[src/rtl/alu_shift_if.sv]
// alu_shift_if: the request/response bundle of the sequential shifter.
//   start      request strobe (sampled only while the shifter is idle)
//   A          operand, count shift amount 0-7, operation op code, C_in incoming carry
//   busy       operation in flight, done one-cycle completion strobe
//   result     shifted value, C/Z/S carry, zero and sign flags of result
// master drives the request side; slave is the shifter.
interface alu_shift_if;
   logic       start;
   logic [7:0] A;
   logic [2:0] count;
   logic [2:0] operation;
   logic       C_in;
   logic       busy;
   logic       done;
   logic [7:0] result;
   logic       C;
   logic       Z;
   logic       S;

   modport master (
      output start, A, count, operation, C_in,
      input  busy, done, result, C, Z, S
   );

   modport slave (
      input  start, A, count, operation, C_in,
      output busy, done, result, C, Z, S
   );
endinterface

[src/rtl/alu_shift.sv]
// alu_shift: multi-cycle 8-bit shifter/rotator, one bit position per clock.
// Ports:
//   clk    rising-edge clock
//   reset  synchronous, active-low reset (0 = reset)
//   bus    alu_shift_if.slave: start/A/count/operation/C_in in,
//          busy/done/result/C/Z/S out
// Flow: IDLE accepts a request and captures operand, op, count and carry;
// SHIFT performs one step per cycle until the count is exhausted; DONE
// strobes done for one cycle while the registered result and flags hold
// until the next completion.
module alu_shift #(
   parameter logic [2:0] OP_SHL = 3'b000,
   parameter logic [2:0] OP_SHR = 3'b001,
   parameter logic [2:0] OP_SAL = 3'b010,
   parameter logic [2:0] OP_SAR = 3'b011,
   parameter logic [2:0] OP_ROL = 3'b100,
   parameter logic [2:0] OP_ROR = 3'b101,
   parameter logic [2:0] OP_RCL = 3'b110,
   parameter logic [2:0] OP_RCR = 3'b111
) (
   input  logic        clk,
   input  logic        reset,
   alu_shift_if.slave  bus
);

   typedef enum logic [1:0] {
      ST_IDLE  = 2'd0,
      ST_SHIFT = 2'd1,
      ST_DONE  = 2'd2
   } state_t;

   state_t     state_q, state_d;
   logic [7:0] r_q, r_d;
   logic       c_q, c_d;
   logic [2:0] cnt_q, cnt_d;
   logic [2:0] op_q, op_d;
   logic [7:0] result_q, result_d;
   logic       cf_q, cf_d;
   logic       zf_q, zf_d;
   logic       sf_q, sf_d;

   // One bit step; returns {carry, value}.
   function automatic logic [8:0] shift_step(input logic [2:0] op,
                                             input logic [7:0] r,
                                             input logic       c);
      logic signed [7:0] r_s;
      logic [8:0]        res;
      r_s = r;
      res = {c, r};
      case (op)
         OP_SHL, OP_SAL: res = {r[7], r[6:0], 1'b0};
         OP_SHR:         res = {r[0], 1'b0, r[7:1]};
         OP_SAR:         res = {r[0], 8'(r_s >>> 1)};
         OP_ROL:         res = {r[7], r[6:0], r[7]};
         OP_ROR:         res = {r[0], r[0], r[7:1]};
         // Carry is the ninth bit of the rotation ring.
         OP_RCL:         res = {r, c};
         OP_RCR:         res = {r[0], c, r[7:1]};
         default:        res = {c, r};
      endcase
      return res;
   endfunction

   // State register
   always_ff @(posedge clk) begin
      if (!reset) begin
         state_q <= ST_IDLE;
      end else begin
         state_q <= state_d;
      end
   end

   // Next-state logic
   always_comb begin
      state_d = state_q;
      case (state_q)
         ST_IDLE: begin
            if (bus.start) begin
               state_d = (bus.count != 3'd0) ? ST_SHIFT : ST_DONE;
            end
         end
         ST_SHIFT: begin
            if (cnt_q == 3'd1) begin
               state_d = ST_DONE;
            end
         end
         ST_DONE:  state_d = ST_IDLE;
         default:  state_d = ST_IDLE;
      endcase
   end

   // Working registers and result capture
   always_comb begin
      r_d      = r_q;
      c_d      = c_q;
      cnt_d    = cnt_q;
      op_d     = op_q;
      result_d = result_q;
      cf_d     = cf_q;
      zf_d     = zf_q;
      sf_d     = sf_q;
      if (state_q == ST_IDLE && bus.start) begin
         r_d   = bus.A;
         c_d   = bus.C_in;
         cnt_d = bus.count;
         op_d  = bus.operation;
      end else if (state_q == ST_SHIFT) begin
         {c_d, r_d} = shift_step(op_q, r_q, c_q);
         cnt_d      = cnt_q - 3'd1;
      end
      // Capture from the next working value so a zero count (straight from
      // IDLE) and the final shift step land in the outputs the same way.
      if (state_d == ST_DONE && state_q != ST_DONE) begin
         result_d = r_d;
         cf_d     = c_d;
         zf_d     = (r_d == 8'h00);
         sf_d     = r_d[7];
      end
   end

   always_ff @(posedge clk) begin
      if (!reset) begin
         r_q      <= 8'h00;
         c_q      <= 1'b0;
         cnt_q    <= 3'd0;
         op_q     <= 3'd0;
         result_q <= 8'h00;
         cf_q     <= 1'b0;
         zf_q     <= 1'b0;
         sf_q     <= 1'b0;
      end else begin
         r_q      <= r_d;
         c_q      <= c_d;
         cnt_q    <= cnt_d;
         op_q     <= op_d;
         result_q <= result_d;
         cf_q     <= cf_d;
         zf_q     <= zf_d;
         sf_q     <= sf_d;
      end
   end

   // Outputs
   always_comb begin
      bus.busy   = (state_q != ST_IDLE);
      bus.done   = (state_q == ST_DONE);
      bus.result = result_q;
      bus.C      = cf_q;
      bus.Z      = zf_q;
      bus.S      = sf_q;
   end

endmodule

[src/flat_wrapper.sv]
// flat-port wrapper written by rule: the top's interface ports become plain ports
module alu_shift_flat 
#(
   parameter logic [2:0] OP_SHL = 3'b000,
   parameter logic [2:0] OP_SHR = 3'b001,
   parameter logic [2:0] OP_SAL = 3'b010,
   parameter logic [2:0] OP_SAR = 3'b011,
   parameter logic [2:0] OP_ROL = 3'b100,
   parameter logic [2:0] OP_ROR = 3'b101,
   parameter logic [2:0] OP_RCL = 3'b110,
   parameter logic [2:0] OP_RCR = 3'b111
)
  (clk, reset, bus_start, bus_A, bus_count, bus_operation, bus_C_in, bus_busy, bus_done, bus_result, bus_C, bus_Z, bus_S);
  alu_shift_if bus_i ();
  input  logic clk;
  input  logic reset;
  input wire logic [$bits(bus_i.start)-1:0] bus_start;
  input wire logic [$bits(bus_i.A)-1:0] bus_A;
  input wire logic [$bits(bus_i.count)-1:0] bus_count;
  input wire logic [$bits(bus_i.operation)-1:0] bus_operation;
  input wire logic [$bits(bus_i.C_in)-1:0] bus_C_in;
  output wire logic [$bits(bus_i.busy)-1:0] bus_busy;
  output wire logic [$bits(bus_i.done)-1:0] bus_done;
  output wire logic [$bits(bus_i.result)-1:0] bus_result;
  output wire logic [$bits(bus_i.C)-1:0] bus_C;
  output wire logic [$bits(bus_i.Z)-1:0] bus_Z;
  output wire logic [$bits(bus_i.S)-1:0] bus_S;
  assign bus_i.start = bus_start;
  assign bus_i.A = bus_A;
  assign bus_i.count = bus_count;
  assign bus_i.operation = bus_operation;
  assign bus_i.C_in = bus_C_in;
  assign bus_busy = bus_i.busy;
  assign bus_done = bus_i.done;
  assign bus_result = bus_i.result;
  assign bus_C = bus_i.C;
  assign bus_Z = bus_i.Z;
  assign bus_S = bus_i.S;
  alu_shift #(.OP_SHL(OP_SHL), .OP_SHR(OP_SHR), .OP_SAL(OP_SAL), .OP_SAR(OP_SAR), .OP_ROL(OP_ROL), .OP_ROR(OP_ROR), .OP_RCL(OP_RCL), .OP_RCR(OP_RCR)) u_core (.clk(clk), .reset(reset), .bus(bus_i));
endmodule
[config.mk]
export PLATFORM = sky130hd
export DESIGN_NAME = alu_shift_flat
export DESIGN_NICKNAME = d
export VERILOG_FILES = /design/src/rtl/alu_shift_if.sv /design/src/rtl/alu_shift.sv /design/src/flat_wrapper.sv
export SDC_FILE = /design/constraint.sdc
export NUM_CORES = 1
export LEC_CHECK = 0
export CORE_ASPECT_RATIO = 0.6
export CORE_MARGIN = 3
export CORE_UTILIZATION = 45
export CTS_CLUSTER_SIZE = 24
export DETAILED_ROUTE_END_ITERATION = 6
export PLACE_DENSITY = 0.72
export SLEW_MARGIN = 20
export SYNTH_ARGS = -nofsm -noshare
export SYNTH_HDL_FRONTEND = slang
export SYNTH_SLANG_ARGS = --single-unit
export TNS_END_PERCENT = 100
[constraint.sdc]
create_clock -name clk -period 3.8 [get_ports clk]
set_clock_uncertainty 0.05 [all_clocks]
set_input_delay 0.38 -clock clk [delete_from_list [all_inputs] [get_ports clk]]
set_output_delay 0.38 -clock clk [all_outputs]
set_load 0.1 [all_outputs]
==> results.json, run 1 <==
{
  "drc": 0,
  "tightestPinTransition_ns": 0.974,
  "drt_iter0_drc": 55,
  "syn_inst": 164,
  "cts_hold_buffers": 0,
  "synth_warnings": 0,
  "clk_pin_slew_ns": 0.09,
  "antenna_found_initial": 0,
  "end_kind": "output port",
  "power.net_switching_uw": 257,
  "via_count": 1244,
  "critPathTopFamily": "buffers and inverters",
  "cts_made_buffers": 3,
  "port_buffers": 30,
  "period_share_pct": 73.8,
  "crit_type": "reg -> out",
  "synthFlopType": "dfxtp_1",
  "synth_area_sq_um": 1460,
  "ys_seq_area_share_pct": 37.1,
  "synthDistinctLibCells": 41,
  "dp_hpwl_microns": 2450,
  "drive_gt1_share_pct": 4.84,
  "power_density_nw_per_um2": 411,
  "utilization_pct": 59.5,
  "rsz0062_at_grt": "false",
  "top_usage_layer": "met1",
  "setup_violations": 0,
  "swShare_pct": 35.2,
  "gr-total-overflow": 0,
  "die_x_microns": 79.4,
  "final_common_cell": "clkdlybuf4s50_1",
  "insertion_delay_ns": 0.27,
  "place_congestion": 0.835,
  "coreArea_sq_um": 2980,
  "use_met2_pct": 26.0,
  "cts_tree": "done",
  "cts_resized": 0,
  "async_flop_share_pct": 0,
  "syn_area_per_cell_sq_um": 8.87,
  "fill_cells": 276,
  "p_leak_uw": 0.000612,
  "fmax_mhz": 357,
  "synth_edf_count": 0,
  "viasPerCell": 5.46,
  "arrival_ns": 2.37,
  "final.setup.worst_slack_ns": 0.997,
  "finalMaxSlewViolations": 0,
  "antenna_cells": 0,
  "fp-row-count": 15,
  "clockPowerShare_pct": 22.2,
  "die-area_sq_um": 3970,
  "post_cts_buffers": 0,
  "hold_violations": 0,
  "ir_worst_vdd_uv": 233,
  "grt_usage_pct": 17.9,
  "use_met3_pct": 4.56,
  "nets": 207,
  "post-synth-top-area-cell": "dfxtp_1",
  "cts_buffer_depth": 2,
  "cp_cell_sequence": "or2_2 > clkdlybuf4s50_1",
  "start_kind": "flop",
  "fin_setup_tns_ns": 0,
  "slowest_delay_ns": 1.12,
  "outcome": "complete, no violations",
  "hp-class": "reg -> reg",
  "mostFrequentLayoutCells": "30 x clkdlybuf4s50_1, 27 x dfxtp_1, 14 x a21oi_1, 14 x nor2_1, 13 x mux2i_1",
  "crit_slowest_cell": "clkdlybuf4s50_1",
  "synth_top_area_share_pct": 37.1,
  "synth_area_leaders": "dfxtp_1 37%, mux2i_1 8.9%, a21oi_1 4.8%",
  "pwr-share-seq_pct": 46.7,
  "path_max_fanout": 19,
  "syn_nets": 184,
  "critPathRequiredTime_ns": 3.37,
  "drtAntennaViolNets": 0,
  "critPathBufInv": 1,
  "post-place-ws_ns": 1.02,
  "routedWlPerCell_microns": 14.4,
  "combPwrFrac_pct": 31.1,
  "drtPass1Iterations": 4,
  "cts_sinks": 27,
  "ios": 31,
  "htreeDepth": 1,
  "worst_slew_margin_rel_pct": 34.9,
  "period_needed_ns": 2.80,
  "die_h_microns": 50.0,
  "met1_usage_pct": 26.4,
  "synthToLayoutAreaGrowth_pct": 21.9,
  "grt_max_degree": 21,
  "routed_wl_microns": 3290,
  "start_util_pct": 48.8,
  "clockRootBuffer": "clkbuf_8",
  "p_int_uw": 472,
  "grt_pass1_vias": 1152,
  "ys_seq_elements": 27,
  "grt_pass1_wl_microns": 5640,
  "maxCapViolCount": 0
}
-- worst reg2reg max path: cells and delay by family, from the launching register on --
family / cells / cell delay [ns]
AND/OR/NAND/NOR: 2 / 0.92
flip-flops: 1 / 0.76
AO/OA/AOI/OAI: 3 / 0.73
-- per-stage QoR --
stage	power (uW)	hold WS, ns	area [sq um]	cells
2_1_floorplan	517	0.402	1460	164
3_3_place_gp	568	0.426	1730	224
3_5_place_dp	573	0.433	1730	224
4_1_cts	734	0.450	1770	228
5_1_grt	771	0.487	1770	228
6_report	729	0.447	1770	228
-- cells in the mapped netlist (2+ instances only) --
library cell / number
dfxtp_1: 27
a21oi_1: 14
nor2_1: 14
mux2i_1: 13
nand2_1: 10
nor2b_1: 8
and2_1: 7
a221oi_1: 6
inv_1: 6
a211oi_1: 5
nand2b_1: 5
buf_4: 4
o22ai_1: 4
buf_2: 3
clkbuf_1: 3
buf_6: 2
ha_1: 2
nand3_1: 2
nand3b_1: 2
nand4b_1: 2
o21a_1: 2
o21ai_0: 2
o22a_1: 2
or3_1: 2
-- worst paths after layout --
| path | to | slack, ns | cells after the start | start |
|---|---|---|---|---|
| setup / recovery | bus_busy | 1.0 | 2 | u_core.state_q[0] |
| setup reg to reg | u_core.bus.Z | 1.25 | 5 | u_core.state_q[0] |
| hold reg to reg | u_core.cnt_q[2] | 0.45 | 2 | u_core.cnt_q[2] |
| hold / removal | u_core.cnt_q[2] | 0.45 | 2 | u_core.cnt_q[2] |
-- final cells by class --
cell class	count	area, sq um	area share, %
inverter	7	26.3	1.48
sequential	27	541	30.5
clock buffer	4	45.0	2.54
multi-input combinational	118	810	45.6
timing repair buffer	30	300	16.9
tap	42	52.6	2.96
-- registers in the layout, indices dropped and copies added, names as in the netlist --
register	flops
u_core.cnt_q	3
u_core.state_q	2
u_core.bus.Z	1
u_core.op_q	3
u_core.c_q	1
u_core.r_q	8
u_core.bus.C	1
u_core.bus.result	8
-- power by group through the flow --
stage / sequential [uW] / combinational [uW] / clock, uW
finish: 340 / 227 / 162
global placement: 345 / 223 / 0
CTS: 340 / 227 / 167
floorplan: 371 / 146 / 0
global route: 345 / 245 / 181
detailed placement: 346 / 226 / 0
-- layer usage --
| layer | vias to the layer above | share of wire (%) |
|---|---|---|
| met2 | 35 | 42 |
| met4 | 0 | 0.52 |
| met3 | 4 | 5.6 |
| li1 | 626 | - |
| met5 | - | 0 |
| met1 | 579 | 52 |
-- logic make-up after synthesis --
logic type      share of synthesized area [%]
simple gates                             24.6
compound gates                           20.4
fa+ha+maj                                1.72
mux                                      8.94
flops                                    37.1
buf+inv                                  7.22
(Power assumes the default switching activity.)
==> run 2, diff against run 1 <==
==> constraint.sdc (replaced) <==
create_clock -name clk -period 2.76 [get_ports clk]
set_clock_uncertainty 0.05 [all_clocks]
set_input_delay 0.276 -clock clk [delete_from_list [all_inputs] [get_ports clk]]
set_output_delay 0.276 -clock clk [all_outputs]
set_load 0.1 [all_outputs]
==> run 2 against run 1 <==
Net effect:
- critical path depth up 4
- total power up 39%
- first-iteration DRC count rose by 76%
- register-to-register slack got worse by 0.62 ns
- combinational power grew 44%
- sequential share of layout area barely moved
- via count up 3.4%
- non-clock buffer count up 4
- sequential power rose by 36%
- die area is the same
- critical path type is now in -> reg
- largest power group unchanged
==> results.json, run 2 (same netlist as run 1, synthesis figures left out) <==
{
  "outcome": "complete, no violations",
  "final_common_cell": "dfxtp_1",
  "start_util_pct": 48.8,
  "grt_max_degree": 21,
  "wl_met3_microns": 276,
  "routed_wl_microns": 3580,
  "die-area_sq_um": 3970,
  "nets": 211,
  "gr-total-overflow": 0,
  "start_kind": "primary input",
  "placed_cell_area_sq_um": 1730,
  "fin_setup_tns_ns": 0,
  "die_x_microns": 79.4,
  "synthToLayoutAreaGrowth_pct": 21.8,
  "fp-row-count": 15,
  "clockRootBuffer": "clkbuf_8",
  "drtAntennaViolNets": 0,
  "cts_tree": "done",
  "drtPass1Iterations": 4,
  "drt_iter0_drc": 97,
  "place_congestion": 0.773,
  "drc": 0,
  "hp-class": "reg -> reg",
  "cts_hold_buffers": 0,
  "utilization_pct": 59.4,
  "grt_usage_pct": 19.3,
  "ios": 31,
  "via_count": 1286,
  "tightestPinTransition_ns": 0.624,
  "port_buffers": 30,
  "insertion_delay_ns": 0.27,
  "fmax_mhz": 453,
  "htreeDepth": 1,
  "arrival_ns": 2.34,
  "power_density_nw_per_um2": 573,
  "antenna_found_initial": 0,
  "die_h_microns": 50.0,
  "period_share_pct": 79.9,
  "period_needed_ns": 2.21,
  "clk_pin_slew_ns": 0.09,
  "wl_met2_microns": 1530,
  "end_kind": "flop",
  "viasPerCell": 5.54,
  "cts_resized": 0,
  "p_leak_uw": 0.000661,
  "holdPathStages": 2,
  "wl_met1_microns": 1750,
  "rsz0062_at_grt": "false",
  "hold_violations": 0,
  "rr_worst_depth": 5,
  "ir_worst_vdd_uv": 335,
  "timing.rr.start": "u_core.state_q[1]",
  "min_to": "u_core.cnt_q[2]",
  "highest_layer": "met4",
  "cts_sinks": 27,
  "grt_pass1_vias": 1151,
  "path_max_fanout": 14,
  "crit_type": "in -> reg",
  "grt_pass1_wl_microns": 5900,
  "drive_gt1_share_pct": 14.2,
  "dp_hpwl_microns": 2720,
  "post_cts_buffers": 0,
  "cts_made_buffers": 3,
  "total_power_uw": 1020,
  "mostFrequentLayoutCells": "27 x dfxtp_1, 17 x clkdlybuf4s50_1, 17 x buf_4, 14 x a21oi_1, 14 x nor2_1",
  "setup_violations": 0,
  "fin_area_sq_um": 1770,
  "cts_buffer_depth": 2,
  "antenna_cells": 0,
  "hold_start": "u_core.cnt_q[2]",
  "coreArea_sq_um": 2980,
  "finalMaxSlewViolations": 0,
  "worst_slew_margin_rel_pct": 58.3,
  "worstReg2RegEnd": "u_core.bus.Z",
  "crit_slowest_cell": "clkdlybuf4s50_1",
  "reg2reg_slack_ns": 0.63,
  "routedWlPerCell_microns": 15.4,
  "cp_cell_sequence": "clkdlybuf4s50_1 > nand2b_2 > o22a_1 > a22o_1 > or3_1 > o31ai_1",
  "maxCapViolCount": 0,
  "critPathRequiredTime_ns": 2.90,
  "slowest_delay_ns": 0.78
}
## run 2: cell count changes in the layout (fill, tap and decap cells not counted), sizes merged
cell	delta
buf	+17
clkdlybuf4s50	-13
clkbuf	-1
clkinv	+1
## run 2: final cells by class
class / instances / area, sq um
fillers: 266 / 1210
multi-input cells: 118 / 810
inverters: 7 / 26.3
flip-flops and latches: 27 / 541
repair buffers: 34 / 298
clock inverters: 1 / 5.00
clock buffers: 3 / 41.3
well taps: 42 / 52.6
## run 2: routing by layer
layer	vias up	global-route usage, %
met3	2	5.84
met2	46	26.8
met4	0	3.43
li1	636	-
met5	-	0
met1	602	29.2
## run 2: worst max-delay path: cells and delay by family
family / cells / cell delay [ns]
buf+inv: 1 / 0.78
compound gates: 3 / 0.72
simple gates: 2 / 0.55
## run 2: how the worst max path moves through the flow
stage | start | end | slack [ns]
after floorplan | u_core.state_q[1] | bus_done | 0.45
after global routing | u_core.state_q[1] | u_core.bus.Z | 0.42
after CTS | bus_start | u_core.bus.Z | 0.59
final | bus_start | u_core.bus.Z | 0.55
after detailed placement | bus_start | u_core.bus.Z | 0.32
after global placement | bus_start | u_core.bus.Z | 0.42
## run 2: report_power, final
| part | internal [uW] | switching, uW | leakage (uW) | total [uW] |
|---|---|---|---|---|
| logic | 126 | 202 | 0.000414 | 328 |
| registers | 424 | 38.4 | 0.000222 | 463 |
| clock network | 101 | 124 | 0.0000255 | 225 |
| total | 652 | 365 | 0.000661 | 1020 |
## run 2: through the flow
| stage | hold WS (ns) | cells | setup slack (ns) |
|---|---|---|---|
| after floorplan | 0.362 | 164 | 0.448 |
| after global placement | 0.425 | 228 | 0.418 |
| after detailed placement | 0.431 | 228 | 0.317 |
| after CTS | 0.445 | 232 | 0.586 |
| after global routing | 0.484 | 232 | 0.417 |
| final | 0.447 | 232 | 0.554 |
==> run 3, diff against run 2 <==
==> constraint.sdc (replaced) <==
create_clock -name clk -period 2.1 [get_ports clk]
set_clock_uncertainty 0.05 [all_clocks]
set_input_delay 0.21 -clock clk [delete_from_list [all_inputs] [get_ports clk]]
set_output_delay 0.21 -clock clk [all_outputs]
set_load 0.1 [all_outputs]
==> run 3 against run 2 <==
Net effect:
- global-route usage rose by 1.3 points
- sequential share of layout area decreased by 1.4 points
- hold slack worse by 0.0034 ns
- total power increased by 35%
- clock power is 32% higher
- sequential cell count did not move
- via count up 1.9%
- combinational power is 42% higher
- critical endpoint unchanged
- largest cell class unchanged
==> results.json, run 3 (same netlist as run 1, synthesis figures left out) <==
{
  "drive_gt1_share_pct": 18.7,
  "power_density_nw_per_um2": 734,
  "startpoint": "u_core.op_q[0]",
  "rsz0062_at_grt": "false",
  "arrival_ns": 1.95,
  "period_needed_ns": 1.81,
  "htreeDepth": 1,
  "cts_tree": "done",
  "clk_pin_slew_ns": 0.09,
  "outcome": "complete, no violations",
  "dp_hpwl_microns": 2730,
  "drt_iter0_drc": 100,
  "hold_violations": 0,
  "period_share_pct": 86.1,
  "maxCapViolCount": 0,
  "via_count": 1310,
  "grt_pass1_wl_microns": 6420,
  "nets": 219,
  "die-area_sq_um": 3970,
  "fin_setup_tns_ns": 0,
  "hp-class": "in -> reg",
  "ios": 31,
  "drtPass1Iterations": 4,
  "die_h_microns": 50.0,
  "placed_cell_area_sq_um": 1810,
  "seqCellArea_sq_um": 542,
  "holdPathStages": 3,
  "end_kind": "flop",
  "multiInputGateArea_sq_um": 815,
  "tightestPinTransition_ns": 0.504,
  "viasPerCell": 5.46,
  "grt_usage_pct": 20.6,
  "start_util_pct": 48.8,
  "final.setup.worst_slack_ns": 0.292,
  "routed_wl_microns": 3690,
  "fp-row-count": 15,
  "critPathTopFamily": "flip-flops",
  "place_congestion": 0.894,
  "setup_violations": 0,
  "mostFrequentLayoutCells": "26 x dfxtp_1, 23 x buf_4, 17 x clkdlybuf4s50_1, 14 x a21oi_1, 14 x nor2_1",
  "critPathRequiredTime_ns": 2.24,
  "antenna_found_initial": 0,
  "synthToLayoutAreaGrowth_pct": 28.0,
  "critPathBufInv": 0,
  "crit_type": "reg -> reg",
  "worst_slew_margin_rel_pct": 66.4,
  "cts_buffer_depth": 2,
  "timing.rr.start": "u_core.op_q[0]",
  "drc": 0,
  "start_kind": "flop",
  "port_buffers": 30,
  "cp_cell_sequence": "mux2i_1 > a21oi_1 > a22o_1 > or3_1 > o31ai_1",
  "ir_worst_vdd_uv": 488,
  "p_leak_uw": 0.000705,
  "fmax_mhz": 553,
  "hold_start": "bus_operation[0]",
  "die_x_microns": 79.4,
  "finalMaxSlewViolations": 0,
  "grt_max_degree": 18,
  "crit_cells": 5,
  "slowest_delay_ns": 0.57,
  "antenna_cells": 0,
  "routedWlPerCell_microns": 15.4,
  "post_cts_buffers": 0,
  "clockRootBuffer": "clkbuf_8",
  "fin_area_sq_um": 1860,
  "path_max_fanout": 7,
  "insertion_delay_ns": 0.27,
  "drtAntennaViolNets": 0,
  "coreArea_sq_um": 2980,
  "grt_pass1_vias": 1293,
  "fill_cells": 260,
  "cts_sinks": 27,
  "rr_worst_depth": 5,
  "cts_made_buffers": 3,
  "final_common_cell": "dfxtp_1",
  "post-place-ws_ns": 0.0853,
  "gr-total-overflow": 0,
  "crit_slowest_cell": "dfxtp_1"
}
run 3: final cells by class:
class	count	share of cell area (%)
clock buffer	4	2.42
inverter	7	1.41
multi-input combinational	118	43.7
sequential	27	29.1
tap	42	2.82
timing repair buffer	42	20.6
run 3: final timing paths:
check	end	slack (ns)
hold / removal	u_core.op_q[0]	0.44
setup / recovery	u_core.bus.Z	0.29
setup reg to reg	u_core.bus.Z	0.29
hold reg to reg	u_core.bus.C	0.45
run 3: per-layer routing:
layer  GRT usage (%)  routed length (microns)  vias up  share of wire [%]
met3            4.74                      218        4                5.9
met2            32.4                     1660       44                 45
met1            29.0                     1790      610                 49
met5               0                        0        -                  0
met4            3.43                       24        0               0.65
li1                -                        -      652                  -
run 3: repair_timing:
| action | in CTS | in global routing |
|---|---|---|
| setup endpoints to repair | 0 | 2 |
| gates resized for setup | 0 | 2 |
| hold buffers | 0 | 0 |
run 3: stage by stage:
step | total power, uW | cells | utilization (%) | hold WS, ns
detailed placement | 1080 | 236 | 60.8 | 0.438
floorplan | 936 | 164 | - | 0.296
global route | 1450 | 240 | 62.4 | 0.441
global placement | 1060 | 236 | 60.8 | 0.426
CTS | 1370 | 240 | 62.3 | 0.441
finish | 1370 | 240 | 62.4 | 0.444
run 3: worst register-to-register path: stages, from the launching register on:
cell and delay [ns]:
dfxtp_1 0.57, mux2i_1 0.24, a21oi_1 0.11, a22o_1 0.22, or3_1 0.32, o31ai_1 0.22
run 3: power by group:
part	total, uW	switching, uW	internal, uW
clock network	296	160	136
registers	605	46.9	558
logic	466	277	189
